<file path="config.mk">
export PLATFORM = sky130hd
export DESIGN_NAME = pipe_ctrl
export DESIGN_NICKNAME = d
export VERILOG_FILES = /design/src/rtl/pipe_ctrl_pkg.sv /design/src/rtl/pipe_ctrl_div_seq.sv /design/src/rtl/pipe_ctrl.sv
export SDC_FILE = /design/constraint.sdc
export NUM_CORES = 1
export LEC_CHECK = 0
export BUFFER_PORTS_ARGS = -buffer_cell sky130_fd_sc_hd__buf_2
export CAP_MARGIN = 20
export CORE_MARGIN = 4
export CORE_UTILIZATION = 43
export CTS_BUF_LIST = sky130_fd_sc_hd__clkbuf_4 sky130_fd_sc_hd__clkbuf_8 sky130_fd_sc_hd__clkbuf_16
export CTS_CLUSTER_DIAMETER = 120
export DETAILED_ROUTE_END_ITERATION = 7
export GPL_ROUTABILITY_DRIVEN = 0
export PLACE_DENSITY_LB_ADDON = 0.05
export SKIP_CTS_REPAIR_TIMING = 1
export SLEW_MARGIN = 20
export SYNTH_ARGS = -nofsm -noshare
export SYNTH_HDL_FRONTEND = slang
export SYNTH_HIERARCHICAL = 1
export SYNTH_SLANG_ARGS = --single-unit
</file>
<file path="constraint.sdc">
create_clock -name clk -period 2.1 [get_ports clk]
set_input_delay 0.21 -clock clk [delete_from_list [all_inputs] [get_ports clk]]
set_output_delay 0.21 -clock clk [all_outputs]
set_load 0.02 [all_outputs]
</file>
<file path="src/rtl/pipe_ctrl_pkg.sv">
// Shared definitions for the pipeline controller: divider FSM encoding,
// forwarding-select codes and the default divider latency.
package pipe_ctrl_pkg;

    typedef enum logic [1:0] {
        ST_IDLE = 2'b00,
        ST_RUN  = 2'b01,
        ST_DONE = 2'b10
    } div_state_t;

    localparam logic [1:0] FWD_REG = 2'b00;
    localparam logic [1:0] FWD_MEM = 2'b01;
    localparam logic [1:0] FWD_WB  = 2'b10;

    localparam int DIV_CYCLES_DEF = 32;
    localparam int CNT_W_DEF      = 6;

endpackage

</file>
<file path="src/rtl/pipe_ctrl_div_seq.sv">
// Divider sequencer: launches the iterative divider, counts its RUN cycles
// and produces a one-cycle commit; a pending flush aborts it back to IDLE.
module pipe_ctrl_div_seq
    import pipe_ctrl_pkg::*;
#(
    parameter int DIV_CYCLES = DIV_CYCLES_DEF,
    parameter int CNT_W      = CNT_W_DEF
) (
    input  logic clk,
    input  logic resetn,
    input  logic ex_div,
    input  logic flush,
    output logic div_start,
    output logic div_busy,
    output logic div_commit,
    output logic div_stall
);

    div_state_t       state;
    div_state_t       state_nxt;
    logic [CNT_W-1:0] cnt;
    logic [CNT_W-1:0] cnt_nxt;

    always_ff @(posedge clk) begin
        if (!resetn) begin
            state <= ST_IDLE;
            cnt   <= '0;
        end else begin
            state <= state_nxt;
            cnt   <= cnt_nxt;
        end
    end

    always_comb begin
        state_nxt  = state;
        cnt_nxt    = cnt;
        div_start  = 1'b0;
        div_busy   = 1'b0;
        div_commit = 1'b0;
        div_stall  = 1'b0;

        case (state)
            ST_IDLE: begin
                if (ex_div && !flush) begin
                    div_start = 1'b1;
                    div_stall = 1'b1;
                    state_nxt = ST_RUN;
                    cnt_nxt   = CNT_W'(DIV_CYCLES - 1);
                end
            end
            ST_RUN: begin
                div_busy  = 1'b1;
                div_stall = 1'b1;
                if (cnt == '0) begin
                    state_nxt = ST_DONE;
                end else begin
                    cnt_nxt = cnt - CNT_W'(1);
                end
            end
            ST_DONE: begin
                // ex_div is still high here (same instruction); returning to
                // IDLE without looking at it prevents a spurious relaunch.
                div_commit = !flush;
                state_nxt  = ST_IDLE;
            end
            default: begin
                state_nxt = ST_IDLE;
                cnt_nxt   = '0;
            end
        endcase

        if (flush) begin
            state_nxt = ST_IDLE;
            cnt_nxt   = '0;
        end

        if (!resetn) begin
            div_start  = 1'b0;
            div_busy   = 1'b0;
            div_commit = 1'b0;
            div_stall  = 1'b0;
        end
    end

endmodule

</file>
<file path="src/rtl/pipe_ctrl.sv">
// Stall/flush/forwarding scheduler for the 5-stage pipeline: load-use
// detection, EX operand forwarding and divider hold, with exception flush.
module pipe_ctrl
    import pipe_ctrl_pkg::*;
#(
    parameter int DIV_CYCLES = DIV_CYCLES_DEF,
    parameter int CNT_W      = CNT_W_DEF
) (
    input  logic       clk,
    input  logic       resetn,
    input  logic [4:0] id_rs,
    input  logic [4:0] id_rt,
    input  logic       id_use_rs,
    input  logic       id_use_rt,
    input  logic [4:0] ex_rs,
    input  logic [4:0] ex_rt,
    input  logic       ex_load,
    input  logic       ex_regwen,
    input  logic [4:0] ex_wreg,
    input  logic       ex_div,
    input  logic       mem_regwen,
    input  logic [4:0] mem_wreg,
    input  logic       wb_regwen,
    input  logic [4:0] wb_wreg,
    input  logic       mem_exc,
    input  logic       mem_eret,
    output logic       stall_pc,
    output logic       stall_if_id,
    output logic       stall_id_ex,
    output logic       flush_if_id,
    output logic       flush_id_ex,
    output logic       flush_ex_mem,
    output logic       flush_mem_wb,
    output logic [1:0] fwd_a_sel,
    output logic [1:0] fwd_b_sel,
    output logic       div_start,
    output logic       div_busy,
    output logic       div_commit
);

    logic flush;
    logic load_use;
    logic div_stall;

    // MEM holds the younger result, so it wins over WB; $0 is never forwarded.
    function automatic logic [1:0] fwd_sel(
        input logic [4:0] src,
        input logic       m_wen,
        input logic [4:0] m_reg,
        input logic       w_wen,
        input logic [4:0] w_reg
    );
        if (m_wen && (m_reg != 5'd0) && (m_reg == src)) begin
            return FWD_MEM;
        end else if (w_wen && (w_reg != 5'd0) && (w_reg == src)) begin
            return FWD_WB;
        end
        return FWD_REG;
    endfunction

    assign flush = mem_exc | mem_eret;

    assign load_use = ex_load && ex_regwen && (ex_wreg != 5'd0) &&
                      ((id_use_rs && (id_rs == ex_wreg)) ||
                       (id_use_rt && (id_rt == ex_wreg)));

    pipe_ctrl_div_seq #(
        .DIV_CYCLES (DIV_CYCLES),
        .CNT_W      (CNT_W)
    ) u_div_seq (
        .clk        (clk),
        .resetn     (resetn),
        .ex_div     (ex_div),
        .flush      (flush),
        .div_start  (div_start),
        .div_busy   (div_busy),
        .div_commit (div_commit),
        .div_stall  (div_stall)
    );

    always_comb begin
        stall_pc     = 1'b0;
        stall_if_id  = 1'b0;
        stall_id_ex  = 1'b0;
        flush_if_id  = 1'b0;
        flush_id_ex  = 1'b0;
        flush_ex_mem = 1'b0;
        flush_mem_wb = 1'b0;
        fwd_a_sel    = FWD_REG;
        fwd_b_sel    = FWD_REG;

        if (resetn) begin
            fwd_a_sel = fwd_sel(ex_rs, mem_regwen, mem_wreg, wb_regwen, wb_wreg);
            fwd_b_sel = fwd_sel(ex_rt, mem_regwen, mem_wreg, wb_regwen, wb_wreg);

            if (flush) begin
                flush_if_id  = 1'b1;
                flush_id_ex  = 1'b1;
                flush_ex_mem = 1'b1;
                flush_mem_wb = 1'b1;
            end else if (div_stall) begin
                // Holding ID/EX also covers any load-use seen while dividing.
                stall_pc     = 1'b1;
                stall_if_id  = 1'b1;
                stall_id_ex  = 1'b1;
                flush_ex_mem = 1'b1;
            end else if (load_use) begin
                stall_pc    = 1'b1;
                stall_if_id = 1'b1;
                flush_id_ex = 1'b1;
            end
        end
    end

endmodule

</file>
==> summary.md <==
| Metric | Value |
|---|---|
| WL/cell | 13.44 microns |
| Io pins | 60 |
| Final setup viols | 0 |
| Sequential area share after synthesis | 0.1618 |
| Slowest CP cell | dfxtp_2 |
| CP Buf/Inv Count | 2 |
| Die ar. | 0.003133 sq mm |
| Hold slack | 316.3 ps |
| Post-Syn Area | 989.7 sq um |
| Slew Limit Fails | 0 |
| Final ANT Viol Nets | 0 |
| Crit path max fanout | 6 |
| Clock root buffer master | clkbuf_4 |
| Die height | 55.98 microns |
| FFs w/ async S/R, synth | 0 |
| Clk_skew | 3.530 ps |
| Leakage power | 0.6455 nW |
| DRC viols | 0 |
| Total core area | 0.002191 sq mm |
| CP peak stage delay | 370 ps |
| Iteration-0 DRC count of the detailed router | 35 |
| CP Launch Point | u_div_seq/state[1] |
| Worst EP required | 1890 ps |
| Area contributors post-synth | xor2_1 (18%), dfxtp_1 (16%), xnor2_1 (8.8%), inv_1 (3.0%), nand2_1 (3.0%) |
| Reg2Reg Setup Slack | 260 ps |
| Final WL | 2809 microns |
| Max VDD drop | 0.3019 mV |
| Synth Register Bits | 8 |
| Yosys top cell by area | xor2_1 |
| Clock slew at reported path FFs | 50 ps |
| Layout cells sized above 1 | 0.4033 |
| Final hold viol count | 0 |
| Total chip power | 0.4604 mW |
| Syn. warnings | 6 |
| Nets@finish | 231 |
| Distinct cells, synth | 46 |
| Initial antenna violation count | 0 |
| CP Cell Sequence | inv_1, and3_1, nand2b_1, o41ai_1, buf_2 |
| Status | finished clean |
| Top post-synthesis cells by count | xor2_1 (20), xnor2_1 (10), dfxtp_1 (8), inv_1 (8), nand2_1 (8) |
| Hold Crit Class | input port to flip-flop |
| Syn Inst Count | 122 |
| DP HPWL | 2413 microns |
| Total grt overflow | 0 |
| CP endpoint kind | output port |
| Worst path depth | 5 |
| Most used DFF post-synth | dfxtp_1 |
| Initial core utilization | 0.4517 |
| H-tree depth | 1 |
| Routed via count | 1104 |
| N_diodes | 0 |
| Pin count of the biggest net entering global routing | 14 |
| Fin crit share | 0.8986 |
| Drt first pass iters | 4 |
| Most common cell in the netlist | xor2_1 |
| CTS Buffer Depth | 2 |
| Post-Place Setup Slack | 233.3 ps |
| Net Count, Synth | 170 |
| Max_slew headroom | 0.6802 |
| Cell family with most CP delay | flip-flops |
| Critical path class | flip-flop to output port |
| Rows | 17 |
| Measured slew at the worst slew-check pin | 476.0 ps |
| FF-to-FF End | u_div_seq/cnt[5] |
| Port buffer count | 59 |
| Setup TNS after final layout | 0 ps |
| First-pass GRT wire length | 4505 microns |
| CP arrival | 1680 ps |
| Vias in the first global route | 1056 |
| Setup crit end | flush_id_ex |
| TritonCTS Buffers | 3 |
| Clock Sinks | 8 |
| Maximum clock rate | 529.9 MHz |
| Max Cap Violations | 0 |
| Cells on worst reg2reg path | 6 |
| Syn Area/Cell | 8.112 sq um |
| Die width | 55.98 microns |
| Synth top area share | 0.1770 |
| Critical Path Start Type | flip-flop |
| Area Overhead vs Synth | 34.01% |
| CTS tree | built |
| R2r startpoint | u_div_seq/cnt[0] |
| Final WS setup | 212.9 ps |
| RSZ-0062 raised after global routing | false |
| Vias/cell | 5.282 |
| Gr usage total | 0.1753 |
| Power Density | 347.2 mW/mm^2 |
| Tmin final | 1887 ps |
| Post-synth EDFFs | 0 |
| Worst skew pair latency | 260 ps |
sequential cells by signal, indices dropped and copies added, names as in the netlist:
| register | count |
|---|---|
| u_div_seq/state | 2 |
| u_div_seq/cnt | 6 |
cell usage in the layout, fill, tap and decap left out, types with 2 or more instances in the layout:
cell type   n
nor4_1      4
xor2_1     20
nand3_1     5
a21oi_1     2
o2bb2ai_1   2
dfxtp_2     2
nor3b_1     3
or4_1       4
nor3_1      4
o31ai_1     2
nand2b_1    3
a221o_1     2
buf_2      59
or4_4       2
nor2_1      4
nand2_1     8
clkbuf_4    3
inv_1       8
dfxtp_1     6
xnor2_1    10
ha_1        2
report_power, final:
part | switching, mW | internal [mW] | leakage [nW] | total [mW]
clock network | 0.0558 | 0.0656 | 0.0138 | 0.121
registers | 0.00584 | 0.155 | 0.0657 | 0.161
logic | 0.0910 | 0.0869 | 0.566 | 0.178
total | 0.153 | 0.308 | 0.646 | 0.460
per-layer routing:
| metal | wire length [microns] | vias up | GRT usage |
|---|---|---|---|
| met5 | 0 | - | 0 |
| met4 | 52 | 0 | 0.08136 |
| met3 | 192 | 5 | 0.02552 |
| met2 | 1385 | 35 | 0.3172 |
| met1 | 1179 | 499 | 0.1992 |
| li1 | - | 565 | - |
cells by family after synthesis:
group	synth area share
DFF	0.1618
adders and majority gates	0.02528
buffers and inverters	0.04930
xor gates and xnor gates	0.2655
AOI/OAI and AO/OA	0.1922
and+or+nand+nor	0.3060
area by class of cell:
class	count	area [sq um]
Sequential cell	8	162.7
Multi-Input combinational cell	103	780.7
Inverter	8	30.03
Tap cell	28	35.03
Timing Repair Buffer	59	295.3
Clock buffer	3	22.52
Fill cell	211	864.6
worst register-to-register path: cells and delay by family, from the launching register on:
| kind | cells | cell delay (ps) |
|---|---|---|
| simple gates | 2 | 590 |
| fa+ha+maj | 1 | 220 |
| compound gates | 2 | 420 |
| flops | 1 | 420 |
| buf+inv | 1 | 110 |
stage by stage:
step	area [sq um]	instances	utilization
floorplan	989.7	122	-
global placement	1301	206	0.5939
detailed placement	1301	206	0.5939
CTS	1324	209	0.6042
global route	1326	209	0.6054
finish	1326	209	0.6054
how the worst min path moves through the flow:
stage	from	to	slack [ps]	cells after the start
finish	ex_div	u_div_seq/state[0]	320	3
global route	ex_div	u_div_seq/state[0]	340	3
CTS	ex_div	u_div_seq/state[0]	320	3
detailed placement	u_div_seq/cnt[1]	u_div_seq/cnt[1]	500	1
global placement	u_div_seq/cnt[5]	u_div_seq/cnt[5]	500	2
floorplan	ex_div	u_div_seq/state[0]	430	2
(Power assumes the default switching activity.)
